**config.mk**
```make
export PLATFORM = sky130hd
export DESIGN_NAME = uart_rx
export DESIGN_NICKNAME = d
export VERILOG_FILES = /design/src/rtl/uart_rx.sv
export SDC_FILE = /design/constraint.sdc
export NUM_CORES = 1
export LEC_CHECK = 0
export CAP_MARGIN = 20
export CORE_MARGIN = 5
export CORE_UTILIZATION = 25
export CTS_CLUSTER_SIZE = 12
export DETAILED_ROUTE_END_ITERATION = 16
export GPL_TIMING_DRIVEN = 0
export PLACE_DENSITY = 0.37
export SLEW_MARGIN = 30
export SYNTH_ARGS = -nofsm -noshare
export SYNTH_HDL_FRONTEND = slang
export SYNTH_SLANG_ARGS = --single-unit
```
**constraint.sdc**
```tcl
create_clock -name clk -period 2.3 [get_ports clk]
set_input_delay 0.345 -clock clk [delete_from_list [all_inputs] [get_ports clk]]
set_output_delay 0.345 -clock clk [all_outputs]
set_load 0.01 [all_outputs]
```
**src/rtl/uart_rx.sv**
```systemverilog
// 8N1 UART receiver: mid-bit sampling of a synchronized serial line, with a
// valid/read handshake and framing-error / overrun status for the consumer.
module uart_rx #(
  parameter int unsigned CLK_FREQ      = 50_000_000,
  parameter int unsigned BAUD_RATE     = 115200,
  parameter int unsigned CLK_COUNT_BIT = CLK_FREQ / BAUD_RATE,
  parameter int unsigned HALF_BIT      = CLK_COUNT_BIT / 2
) (
  input  logic       clk,
  input  logic       reset,
  input  logic       rx_en,
  input  logic       rx,
  input  logic       read,
  output logic [7:0] data,
  output logic       valid,
  output logic       frame_err,
  output logic       overrun,
  output logic       busy
);

  localparam logic [31:0] BIT_LAST  = 32'(CLK_COUNT_BIT - 1);
  localparam logic [31:0] HALF_LAST = 32'(HALF_BIT - 1);

  typedef enum logic [1:0] {IDLE, START, DATA, STOP} state_t;

  state_t      state;
  logic        rx_meta;
  logic        rx_s;
  logic [31:0] clk_count;
  logic [2:0]  bit_count;
  logic [7:0]  shift;
  logic        complete;

  // Two-flop synchronizer; idle-high so reset never looks like a start edge.
  always_ff @(posedge clk or posedge reset) begin
    if (reset) begin
      rx_meta <= 1'b1;
      rx_s    <= 1'b1;
    end else begin
      rx_meta <= rx;
      rx_s    <= rx_meta;
    end
  end

  assign complete = (state == STOP) && (clk_count == BIT_LAST);

  always_ff @(posedge clk or posedge reset) begin
    if (reset) begin
      state     <= IDLE;
      clk_count <= 32'd0;
      bit_count <= 3'd0;
      shift     <= 8'h00;
      data      <= 8'h00;
      valid     <= 1'b0;
      frame_err <= 1'b0;
      overrun   <= 1'b0;
      busy      <= 1'b0;
    end else begin
      // A read in the completion cycle is folded into the load below.
      if (read && valid && !complete) begin
        valid     <= 1'b0;
        frame_err <= 1'b0;
        overrun   <= 1'b0;
      end

      case (state)
        IDLE: begin
          clk_count <= 32'd0;
          bit_count <= 3'd0;
          if (rx_en && !rx_s) begin
            state <= START;
            busy  <= 1'b1;
          end
        end

        START: begin
          if (clk_count == HALF_LAST) begin
            clk_count <= 32'd0;
            if (!rx_s) begin
              state <= DATA;
            end else begin
              state <= IDLE;
              busy  <= 1'b0;
            end
          end else begin
            clk_count <= clk_count + 32'd1;
          end
        end

        DATA: begin
          if (clk_count == BIT_LAST) begin
            shift[bit_count] <= rx_s;
            bit_count        <= bit_count + 3'd1;
            clk_count        <= 32'd0;
            if (bit_count == 3'd7) state <= STOP;
          end else begin
            clk_count <= clk_count + 32'd1;
          end
        end

        STOP: begin
          if (clk_count == BIT_LAST) begin
            clk_count <= 32'd0;
            state     <= IDLE;
            busy      <= 1'b0;
            if (!valid || read) begin
              data      <= shift;
              valid     <= 1'b1;
              frame_err <= ~rx_s;
              overrun   <= 1'b0;
            end else begin
              overrun   <= 1'b1;
            end
          end else begin
            clk_count <= clk_count + 32'd1;
          end
        end

        default: begin
          state <= IDLE;
          busy  <= 1'b0;
        end
      endcase
    end
  end

endmodule

```
==> results_tabular.tex, run 1 <==
\begin{tabular}{lr}
\hline
Metric & Value \\
\hline
\multicolumn{2}{l}{\textbf{Flow run}} \\
\quad Maximum capacitance violations & 0 \\
\multicolumn{2}{l}{\textbf{Min path}} \\
\quad Class of the worst hold path & in -> async \\
\multicolumn{2}{l}{\textbf{Pwr}} \\
\quad Leakage power summed over all cells & 0.00167 uW \\
\quad Max rail drop VDD & 0.000404 V \\
\quad Areal power density over the cells & 597 nW/um\^{}2 \\
\multicolumn{2}{l}{\textbf{Die}} \\
\quad Core Box Area & 12600 sq um \\
\quad Die X-Extent & 123 um \\
\quad Starting density of the core & 25.5\% \\
\quad DIE HEIGHT & 123 um \\
\quad Site Rows & 41 \\
\quad DIE AREA & 15200 sq um \\
\quad Number of ports placed on the die boundary & 17 \\
\multicolumn{2}{l}{\textbf{Place}} \\
\quad Placed cell count & 502 \\
\quad Count of buffers inserted at the top-level ports & 16 \\
\quad Final GP Congestion & 0.761 \\
\quad HPWL after detailed placement & 6010 um \\
\quad Post-Place Worst Slack & -0.388 ns \\
\multicolumn{2}{l}{\textbf{Finish}} \\
\quad Nets@finish & 355 \\
\quad Number of fillers in the final layout & 1342 \\
\quad Synthesis-to-finish area growth & 26.2\% \\
\quad Layout cells sized above 1 & 19.5\% \\
\quad Layout Cells excl Fill & 521 \\
\quad Antenna cell count & 0 \\
\multicolumn{2}{l}{\textbf{Clocking}} \\
\quad Clock buffer count from CTS & 9 \\
\quad CTS H-tree depth & 3 \\
\quad Clock buffer depth & 2 \\
\quad CTS sink cnt & 59 \\
\quad Clock tree root buffer cell & sky130\_fd\_sc\_hd\_\_clkbuf\_16 \\
\quad Clk pin slew, worst setup/hold paths & 0.05 ns \\
\quad Post-CTS Hold Buffers & 0 \\
\quad Clock tree from TritonCTS & built \\
\quad Worst-skew pair later-pin latency & 0.34 ns \\
\multicolumn{2}{l}{\textbf{Timing}} \\
\quad Minimum hold slack & 0.320 ns \\
\quad Actual transition at the worst max-transition pin & 0.589 ns \\
\quad Time the worst path needs with I/O delays and setup & 2.19 ns \\
\quad Final setup margin & 0.111 ns \\
\quad Slew Limit Fails & 0 \\
\quad Final number of hold-violating endpoints & 0 \\
\quad Final TNS setup & 0 ns \\
\quad Setup Viol. Count Final & 0 \\
\quad Final cycle utilization of the critical path & 95.2\% \\
\quad Setup repair after global routing missed its margin & true \\
\quad Tightest slew margin relative to the limit & 60.6\% \\
\quad Maximum operating frequency & 457 MHz \\
\quad Post-Route Skew & 0.00598 ns \\
\multicolumn{2}{l}{\textbf{Logic synthesis}} \\
\quad Warnings from Yosys & 0 \\
\quad Synthesized instance count & 313 \\
\quad Synthesized area & 3220 sq um \\
\quad FF+latch count, synth & 59 \\
\quad Unique masters post-synth & 51 \\
\quad Cell with the most instances after synthesis & sky130\_fd\_sc\_hd\_\_dfrtp\_1 \\
\quad Cells taking the most area after synthesis & sky130\_fd\_sc\_hd\_\_dfrtp\_1 (44\%), sky130\_fd\_sc\_hd\_\_mux2\_2 (5.6\%), sky130\_fd\_sc\_hd\_\_or4\_1 (5.1\%) \\
\quad Ys async rst share & 100\% \\
\quad Area share of the leading cell type in the synthesized netlist & 44.4\% \\
\quad Primary FF master, synth & sky130\_fd\_sc\_hd\_\_dfrtp\_1 \\
\quad Mean instance size in the synthesized netlist & 10.3 sq um \\
\quad Post-synthesis net count & 323 \\
\quad Most numerous cell types in the synthesized netlist & sky130\_fd\_sc\_hd\_\_dfrtp\_1 (57), sky130\_fd\_sc\_hd\_\_nand2\_1 (25), sky130\_fd\_sc\_hd\_\_or4\_1 (22), sky130\_fd\_sc\_hd\_\_a22oi\_1 (17) \\
\quad Post-synth EDFFs & 0 \\
\quad Cell type with the largest total area after synthesis & sky130\_fd\_sc\_hd\_\_dfrtp\_1 \\
\quad Sequential area share after synthesis & 46.0\% \\
\multicolumn{2}{l}{\textbf{Worst setup path}} \\
\quad Max FO, Critical Path & 8 \\
\quad Startpoint of the worst-slack reg-to-reg timing path & clk\_count[1]\$\_DFF\_PP0\_ \\
\quad Cell chain of the critical path & ha\_4 > nand2\_2 > or4\_1 > clkbuf\_2 > or4\_1 > a22oi\_1 \\
\quad Critical path launch point type & flip-flop \\
\quad Reg2Reg Depth & 6 \\
\quad Cell seen most often among critical-path stages & sky130\_fd\_sc\_hd\_\_or4\_1 \\
\quad Signal arrival time at the worst endpoint & 2.45 ns \\
\quad Reg2reg setup slack & 0.11 ns \\
\quad Required time of the critical path & 2.56 ns \\
\quad Capture point of the critical path & clk\_count[30]\$\_DFF\_PP0\_ \\
\quad Crit-path slowest cell & sky130\_fd\_sc\_hd\_\_or4\_1 \\
\quad Worst Setup SP & clk\_count[1]\$\_DFF\_PP0\_ \\
\quad RR Endpoint & clk\_count[30]\$\_DFF\_PP0\_ \\
\quad Kind of cell adding the most delay to the critical path & simple AND/OR/NAND/NOR gates \\
\quad Critical Path End Type & flip-flop \\
\quad Count of buffer and inverter cells on the critical path & 1 \\
\quad Start-to-end type of the worst setup path & reg -> reg \\
\quad Critical path depth & 6 \\
\quad Worst stage delay on the critical path & 0.54 ns \\
\multicolumn{2}{l}{\textbf{Route}} \\
\quad Via density per instance & 5.08 \\
\quad First-pass iteration count of the detailed router & 4 \\
\quad Routed wire length per instance & 16.7 um \\
\quad Number of vias in the routed layout & 2647 \\
\quad Final routed DRC violation total & 0 \\
\quad Routed wire length & 8690 um \\
\quad Number of nets still failing antenna checks after routing & 0 \\
\quad DR iter-0 viols & 122 \\
\multicolumn{2}{l}{\textbf{Global routing}} \\
\quad Number of global-route vias before repair & 2740 \\
\quad Maximum number of pins on one net before global-route repair & 38 \\
\quad Initial antenna violation count & 0 \\
\quad Wire length of the first global-routing pass & 14800 um \\
\quad Total gr overflow & 0 \\
\quad Global routing usage summed across all routing layers & 12.8\% \\
\multicolumn{2}{l}{\textbf{Status}} \\
\quad Status & finished, final reports clean \\
\hline
\end{tabular}
==> metrics by stage <==
stage                     total power (uW)  utilization (%)  instance area (sq um)
after floorplan                       1080                -                   3220
after global placement                1100             28.5                   3590
after detailed placement              1100             28.6                   3610
after CTS                             2470             31.5                   3980
after global routing                  2510             32.2                   4060
final                                 2420             32.2                   4060
==> kinds of logic after synthesis <==
kind of cell | after synthesis | share of synthesized area (%)
DFF | 59 | 46.0
buffers and inverters | 29 | 3.54
and+or+nand+nor | 123 | 24.5
adders and majority gates | 5 | 1.95
xor gates and xnor gates | 13 | 3.54
AOI/OAI and AO/OA | 66 | 14.2
muxes | 18 | 6.23
==> worst min path at each step <==
stage | from | to | slack (ns) | cells after the start
5_1_grt | rx_meta$_DFF_PP1_ | rx_s$_DFF_PP1_ | 0.36 | 0
3_3_place_gp | rx_meta$_DFF_PP1_ | rx_s$_DFF_PP1_ | 0.35 | 0
2_1_floorplan | rx_meta$_DFF_PP1_ | rx_s$_DFF_PP1_ | 0.35 | 0
6_report | reset | clk_count[30]$_DFF_PP0_ | 0.32 | 2
4_1_cts | reset | clk_count[30]$_DFF_PP0_ | 0.33 | 2
3_5_place_dp | rx_meta$_DFF_PP1_ | rx_s$_DFF_PP1_ | 0.35 | 0
==> area by class of cell <==
cell class | instances | area [sq um] | area share, %
tap | 172 | 215 | 5.30
clock inverter | 1 | 5.00 | 0.123
multi-input combinational | 225 | 1710 | 42.1
inverter | 9 | 36.3 | 0.894
sequential | 59 | 1480 | 36.6
clock buffer | 14 | 294 | 7.24
buffer | 20 | 92.6 | 2.28
timing repair buffer | 21 | 223 | 5.49
==> cells in the final DEF, fill, tap and decap left out, drive strengths merged, types with 7 or more instances in the layout <==
master	instances
a21oi	16
xnor2	7
nor4	9
a22oi	17
clkbuf	32
nand3	17
clkdlybuf4s50	16
inv	9
nand2	25
o31ai	16
buf	7
dfrtp	57
mux2	16
or4	22
nand4	13
==> routing by layer <==
metal  vias up  share of wire (%)  track usage (%)
met3        13                3.5             3.57
met1      1321                 47             16.5
met5         -                  0                0
met4         0                1.6             4.78
li1       1276                  -                -
met2        37                 48             20.5
==> sequential cells by signal, indices dropped and copies added (netlist names), named ones only <==
name / flops
shift: 8
frame_err: 1
rx_meta: 1
busy: 1
valid: 1
overrun: 1
clk_count: 32
state: 1
rx_s: 1
bit_count: 3
data: 8
==> power by group <==
group / internal, uW / total, uW / switching, uW
Clock: 867 / 1340 / 473
Combinational: 12.0 / 38.6 / 26.6
Sequential: 1040 / 1040 / 0.653
Total: 1920 / 2420 / 500
==> what timing repair did <==
item / in CTS / in global routing
pin swaps: 1 / 0
resized for setup: 12 / 16
setup buffers: 1 / 3
setup endpoints to repair: 43 / 45
cloned: 0 / 0
Note: power is estimated with default switching activity, not from simulation.
==> run 2, diff against run 1 <==
--- a/config.mk
+++ b/config.mk
@@ -5,6 +5,7 @@
 export SDC_FILE = /design/constraint.sdc
 export NUM_CORES = 1
 export LEC_CHECK = 0
+export ABC_AREA = 1
 export CAP_MARGIN = 20
 export CORE_MARGIN = 5
 export CORE_UTILIZATION = 25
@@ -12,7 +13,7 @@
 export DETAILED_ROUTE_END_ITERATION = 16
 export GPL_TIMING_DRIVEN = 0
 export PLACE_DENSITY = 0.37
-export SLEW_MARGIN = 30
+export SLEW_MARGIN = 40
 export SYNTH_ARGS = -nofsm -noshare
 export SYNTH_HDL_FRONTEND = slang
 export SYNTH_SLANG_ARGS = --single-unit
==> results_tabular.tex, run 2 <==
\begin{tabular}{lr}
\hline
Metric & Value \\
\hline
\multicolumn{2}{l}{\textbf{Status}} \\
\quad Status & finished, final reports clean (unchanged) \\
\multicolumn{2}{l}{\textbf{Die}} \\
\quad Number of ports placed on the die boundary & 17 (unchanged) \\
\quad DIE AREA & 15900 sq um (was 15200 sq um) \\
\quad Die X-Extent & 126 um (was 123 um) \\
\quad Starting density of the core & 25.5\% (about the same) \\
\quad Site Rows & 42 (was 41) \\
\quad Core Box Area & 13200 sq um (was 12600 sq um) \\
\quad DIE HEIGHT & 126 um (was 123 um) \\
\multicolumn{2}{l}{\textbf{Place}} \\
\quad Final GP Congestion & 0.753 (was 0.761) \\
\quad Count of buffers inserted at the top-level ports & 16 (unchanged) \\
\quad Post-Place Worst Slack & 0.299 ns (was -0.388 ns) \\
\quad HPWL after detailed placement & 6550 um (was 6010 um) \\
\multicolumn{2}{l}{\textbf{Timing}} \\
\quad Final TNS setup & 0 ns (unchanged) \\
\quad Actual transition at the worst max-transition pin & 0.457 ns (was 0.589 ns) \\
\quad Final setup margin & 0.282 ns (was 0.111 ns) \\
\quad Maximum operating frequency & 496 MHz (was 457 MHz) \\
\quad Final cycle utilization of the critical path & 87.7\% (was 95.2\%) \\
\quad Slew Limit Fails & 0 (unchanged) \\
\quad Setup repair after global routing missed its margin & false (was true) \\
\quad Minimum hold slack & 0.359 ns (was 0.320 ns) \\
\quad Setup Viol. Count Final & 0 (unchanged) \\
\quad Final number of hold-violating endpoints & 0 (unchanged) \\
\quad Post-Route Skew & 0.00595 ns (was 0.00598 ns) \\
\quad Tightest slew margin relative to the limit & 69.5\% (was 60.6\%) \\
\quad Time the worst path needs with I/O delays and setup & 2.02 ns (was 2.19 ns) \\
\multicolumn{2}{l}{\textbf{Worst setup path}} \\
\quad Start-to-end type of the worst setup path & reg -> reg (unchanged) \\
\quad Reg2reg setup slack & 0.28 ns (was 0.11 ns) \\
\quad Critical Path End Type & flip-flop (unchanged) \\
\quad Critical path launch point type & flip-flop (unchanged) \\
\quad Startpoint of the worst-slack reg-to-reg timing path & clk\_count[0]\$\_DFF\_PP0\_ (was clk\_count[1]\$\_DFF\_PP0\_) \\
\quad Reg2Reg Depth & 9 (was 6) \\
\quad Max FO, Critical Path & 5 (was 8) \\
\quad Required time of the critical path & 2.56 ns (about the same) \\
\quad RR Endpoint & clk\_count[24]\$\_DFF\_PP0\_ (was clk\_count[30]\$\_DFF\_PP0\_) \\
\quad Signal arrival time at the worst endpoint & 2.28 ns (was 2.45 ns) \\
\quad Crit-path slowest cell & sky130\_fd\_sc\_hd\_\_dfrtp\_1 (was sky130\_fd\_sc\_hd\_\_or4\_1) \\
\quad Cell seen most often among critical-path stages & sky130\_fd\_sc\_hd\_\_nand2\_1 (was sky130\_fd\_sc\_hd\_\_or4\_1) \\
\quad Cell chain of the critical path & ha\_1 > nand3\_1 > nor2\_2 > inv\_1 > nor2\_1 > nand2\_1 > nand2\_1 > nand2\_1 > a21oi\_1 (was ha\_4 > nand2\_2 > or4\_1 > clkbuf\_2 > or4\_1 > a22oi\_1) \\
\quad Worst stage delay on the critical path & 0.43 ns (was 0.54 ns) \\
\multicolumn{2}{l}{\textbf{Finish}} \\
\quad Area of the multi-input gates & 1650 sq um (was 1710 sq um) \\
\quad Reg with most FFs & clk\_count (unchanged) \\
\quad Antenna cell count & 0 (unchanged) \\
\quad Most frequent standard cell in the layout excluding fill and tap cells & sky130\_fd\_sc\_hd\_\_nand2\_1 (was sky130\_fd\_sc\_hd\_\_dfrtp\_1) \\
\quad Layout cells sized above 1 & 10.7\% (was 19.5\%) \\
\quad Nets@finish & 509 (was 355) \\
\quad Top library cells by usage in the layout, fill and taps aside & sky130\_fd\_sc\_hd\_\_nand2\_1 (141), sky130\_fd\_sc\_hd\_\_nor2\_1 (84), sky130\_fd\_sc\_hd\_\_dfrtp\_1 (57), sky130\_fd\_sc\_hd\_\_inv\_1 (50), sky130\_fd\_sc\_hd\_\_nand3\_1 (30) (was sky130\_fd\_sc\_hd\_\_dfrtp\_1 (53), sky130\_fd\_sc\_hd\_\_nand2\_1 (24), sky130\_fd\_sc\_hd\_\_or4\_1 (22), sky130\_fd\_sc\_hd\_\_a22oi\_1 (17)) \\
\quad Sequential cell area & 1480 sq um (about the same) \\
\quad Synthesis-to-finish area growth & 21.7\% (was 26.2\%) \\
\quad Number of fillers in the final layout & 1455 (was 1342) \\
\quad Number of flip-flops under the largest register name & 32 (unchanged) \\
\quad Top flop regs & clk\_count x32, data x8, shift x8 (unchanged) \\
\multicolumn{2}{l}{\textbf{Logic synthesis}} \\
\quad Synthesized instance count & 471 (was 313) \\
\quad Cell with the most instances after synthesis & sky130\_fd\_sc\_hd\_\_nand2\_1 (was sky130\_fd\_sc\_hd\_\_dfrtp\_1) \\
\quad Area share of the leading cell type in the synthesized netlist & 42.2\% (was 44.4\%) \\
\quad Post-synthesis net count & 481 (was 323) \\
\quad FF+latch count, synth & 59 (unchanged) \\
\quad Unique masters post-synth & 30 (was 51) \\
\quad Post-synth EDFFs & 0 (unchanged) \\
\quad Most numerous cell types in the synthesized netlist & sky130\_fd\_sc\_hd\_\_nand2\_1 (141), sky130\_fd\_sc\_hd\_\_nor2\_1 (84), sky130\_fd\_sc\_hd\_\_dfrtp\_1 (57), sky130\_fd\_sc\_hd\_\_inv\_1 (51), sky130\_fd\_sc\_hd\_\_nand3\_1 (30) (was sky130\_fd\_sc\_hd\_\_dfrtp\_1 (57), sky130\_fd\_sc\_hd\_\_nand2\_1 (25), sky130\_fd\_sc\_hd\_\_or4\_1 (22), sky130\_fd\_sc\_hd\_\_a22oi\_1 (17)) \\
\quad Ys async rst share & 100\% (unchanged) \\
\quad Cell type with the largest total area after synthesis & sky130\_fd\_sc\_hd\_\_dfrtp\_1 (unchanged) \\
\quad Warnings from Yosys & 0 (unchanged) \\
\quad Cells taking the most area after synthesis & sky130\_fd\_sc\_hd\_\_dfrtp\_1 (42\%), sky130\_fd\_sc\_hd\_\_nand2\_1 (16\%), sky130\_fd\_sc\_hd\_\_nor2\_1 (9.3\%) (was sky130\_fd\_sc\_hd\_\_dfrtp\_1 (44\%), sky130\_fd\_sc\_hd\_\_mux2\_2 (5.6\%), sky130\_fd\_sc\_hd\_\_or4\_1 (5.1\%)) \\
\quad Mean instance size in the synthesized netlist & 7.17 sq um (was 10.3 sq um) \\
\quad Primary FF master, synth & sky130\_fd\_sc\_hd\_\_dfrtp\_1 (unchanged) \\
\quad Synthesized area & 3380 sq um (was 3220 sq um) \\
\quad Sequential area share after synthesis & 43.8\% (was 46.0\%) \\
\multicolumn{2}{l}{\textbf{Min path}} \\
\quad Class of the worst hold path & reg -> reg (was in -> async) \\
\quad Critical hold path startpoint & rx\_meta\$\_DFF\_PP1\_ \\
\quad Cell count of the worst hold path & 0 \\
\quad Worst min-delay path endpoint & rx\_s\$\_DFF\_PP1\_ \\
\multicolumn{2}{l}{\textbf{Global routing}} \\
\quad Initial antenna violation count & 0 (unchanged) \\
\quad Wire length of the first global-routing pass & 15000 um (was 14800 um) \\
\quad Global routing usage summed across all routing layers & 12.0\% (was 12.8\%) \\
\quad Maximum number of pins on one net before global-route repair & 34 (was 38) \\
\quad Number of global-route vias before repair & 2951 (was 2740) \\
\quad Total gr overflow & 0 (unchanged) \\
\multicolumn{2}{l}{\textbf{Clocking}} \\
\quad Post-cts repair resize count & 0 (was 12) \\
\quad Worst-skew pair later-pin latency & 0.33 ns (was 0.34 ns) \\
\quad Clock tree root buffer cell & sky130\_fd\_sc\_hd\_\_clkbuf\_16 (unchanged) \\
\quad Post-CTS setup repair buffer count & 0 (was 1) \\
\quad Clock buffer count from CTS & 9 (unchanged) \\
\quad Clock buffer depth & 2 (unchanged) \\
\quad CTS H-tree depth & 3 (unchanged) \\
\quad Post-CTS Hold Buffers & 0 (unchanged) \\
\quad Clock tree from TritonCTS & built (unchanged) \\
\quad Clk pin slew, worst setup/hold paths & 0.05 ns (about the same) \\
\quad CTS sink cnt & 59 (unchanged) \\
\multicolumn{2}{l}{\textbf{Route}} \\
\quad DR iter-0 viols & 178 (was 122) \\
\quad Number of nets still failing antenna checks after routing & 0 (unchanged) \\
\quad Via density per instance & 4.23 (was 5.08) \\
\quad Final routed DRC violation total & 0 (unchanged) \\
\quad First-pass iteration count of the detailed router & 5 (was 4) \\
\quad Routed wire length & 8670 um (was 8690 um) \\
\quad Routed wire length per instance & 12.8 um (was 16.7 um) \\
\quad Number of vias in the routed layout & 2874 (was 2647) \\
\multicolumn{2}{l}{\textbf{Pwr}} \\
\quad Max rail drop VDD & 0.000490 V (was 0.000404 V) \\
\quad Areal power density over the cells & 626 nW/um\^{}2 (was 597 nW/um\^{}2) \\
\quad Leakage power summed over all cells & 0.00191 uW (was 0.00167 uW) \\
\multicolumn{2}{l}{\textbf{Flow run}} \\
\quad Maximum capacitance violations & 0 (unchanged) \\
\hline
\end{tabular}
## run 2: changes by cell type in the layout (fill, tap and decap cells not counted), moves of 17 or more
| cell | previous run | this run |
|---|---|---|
| sky130_fd_sc_hd__nand2_1 | 24 | 141 |
| sky130_fd_sc_hd__or4_1 | 22 | 0 |
| sky130_fd_sc_hd__nor2_1 | 3 | 84 |
| sky130_fd_sc_hd__inv_1 | 8 | 50 |
| sky130_fd_sc_hd__a22oi_1 | 17 | 0 |
## run 2: critical path: cells and delay by family, from the launching register on
family / cells / cell delay [ns]
and+or+nand+nor: 6 / 1.04
buffers and inverters: 1 / 0.09
AOI/OAI and AO/OA: 1 / 0.11
adders and majority gates: 1 / 0.27
DFF: 1 / 0.43
## run 2: cell type report
cell class,instances,area share [%]
flip-flops and latches,59,36.0
clock buffers,12,6.24
multi-input cells,350,40.1
clock inverters,4,1.77
inverters,59,5.51
well taps,176,5.36
plain buffers,3,0.670
repair buffers,17,4.38
## run 2: per-layer routing
layer / routed length [um] / global-route usage (%)
met5: 0 / 0
met2: 3670 / 17.8
met1: 4500 / 16.3
met4: 126 / 3.72
met3: 370 / 4.28
## run 2: worst max path at each step
stage / from / cells past startpoint / end
5_1_grt: clk_count[0]$_DFF_PP0_ / 9 / clk_count[24]$_DFF_PP0_
3_3_place_gp: reset / 2 / clk_count[2]$_DFF_PP0_
3_5_place_dp: clk_count[0]$_DFF_PP0_ / 9 / clk_count[24]$_DFF_PP0_
4_1_cts: clk_count[0]$_DFF_PP0_ / 9 / clk_count[24]$_DFF_PP0_
2_1_floorplan: reset / 1 / asynchronous set/reset pin
6_report: clk_count[0]$_DFF_PP0_ / 9 / clk_count[24]$_DFF_PP0_
## run 2: power by group
group | switching (uW) | total, uW | internal, uW
registers | 0.719 | 1040 | 1040
clock network | 489 | 1490 | 1010
logic | 26.0 | 36.1 | 10.0
## run 2: logic make-up (layout without fill, tap and decap cells)
kind of cell	Yosys count	after routing	synth area share [%]
compound gates	25	25	3.85
simple gates	312	312	41.0
xor+xnor	8	8	2.07
flops	59	59	43.8
buf+inv	62	95	7.44
fa+ha+maj	5	5	1.85
## run 2: through the flow
stage	cells	utilization (%)	area, sq um	total power, uW
floorplan	471	-	3380	1080
global placement	663	28.4	3760	1100
detailed placement	664	28.6	3780	1100
CTS	680	31.0	4110	2630
global route	680	31.0	4110	2680
finish	680	31.0	4110	2570
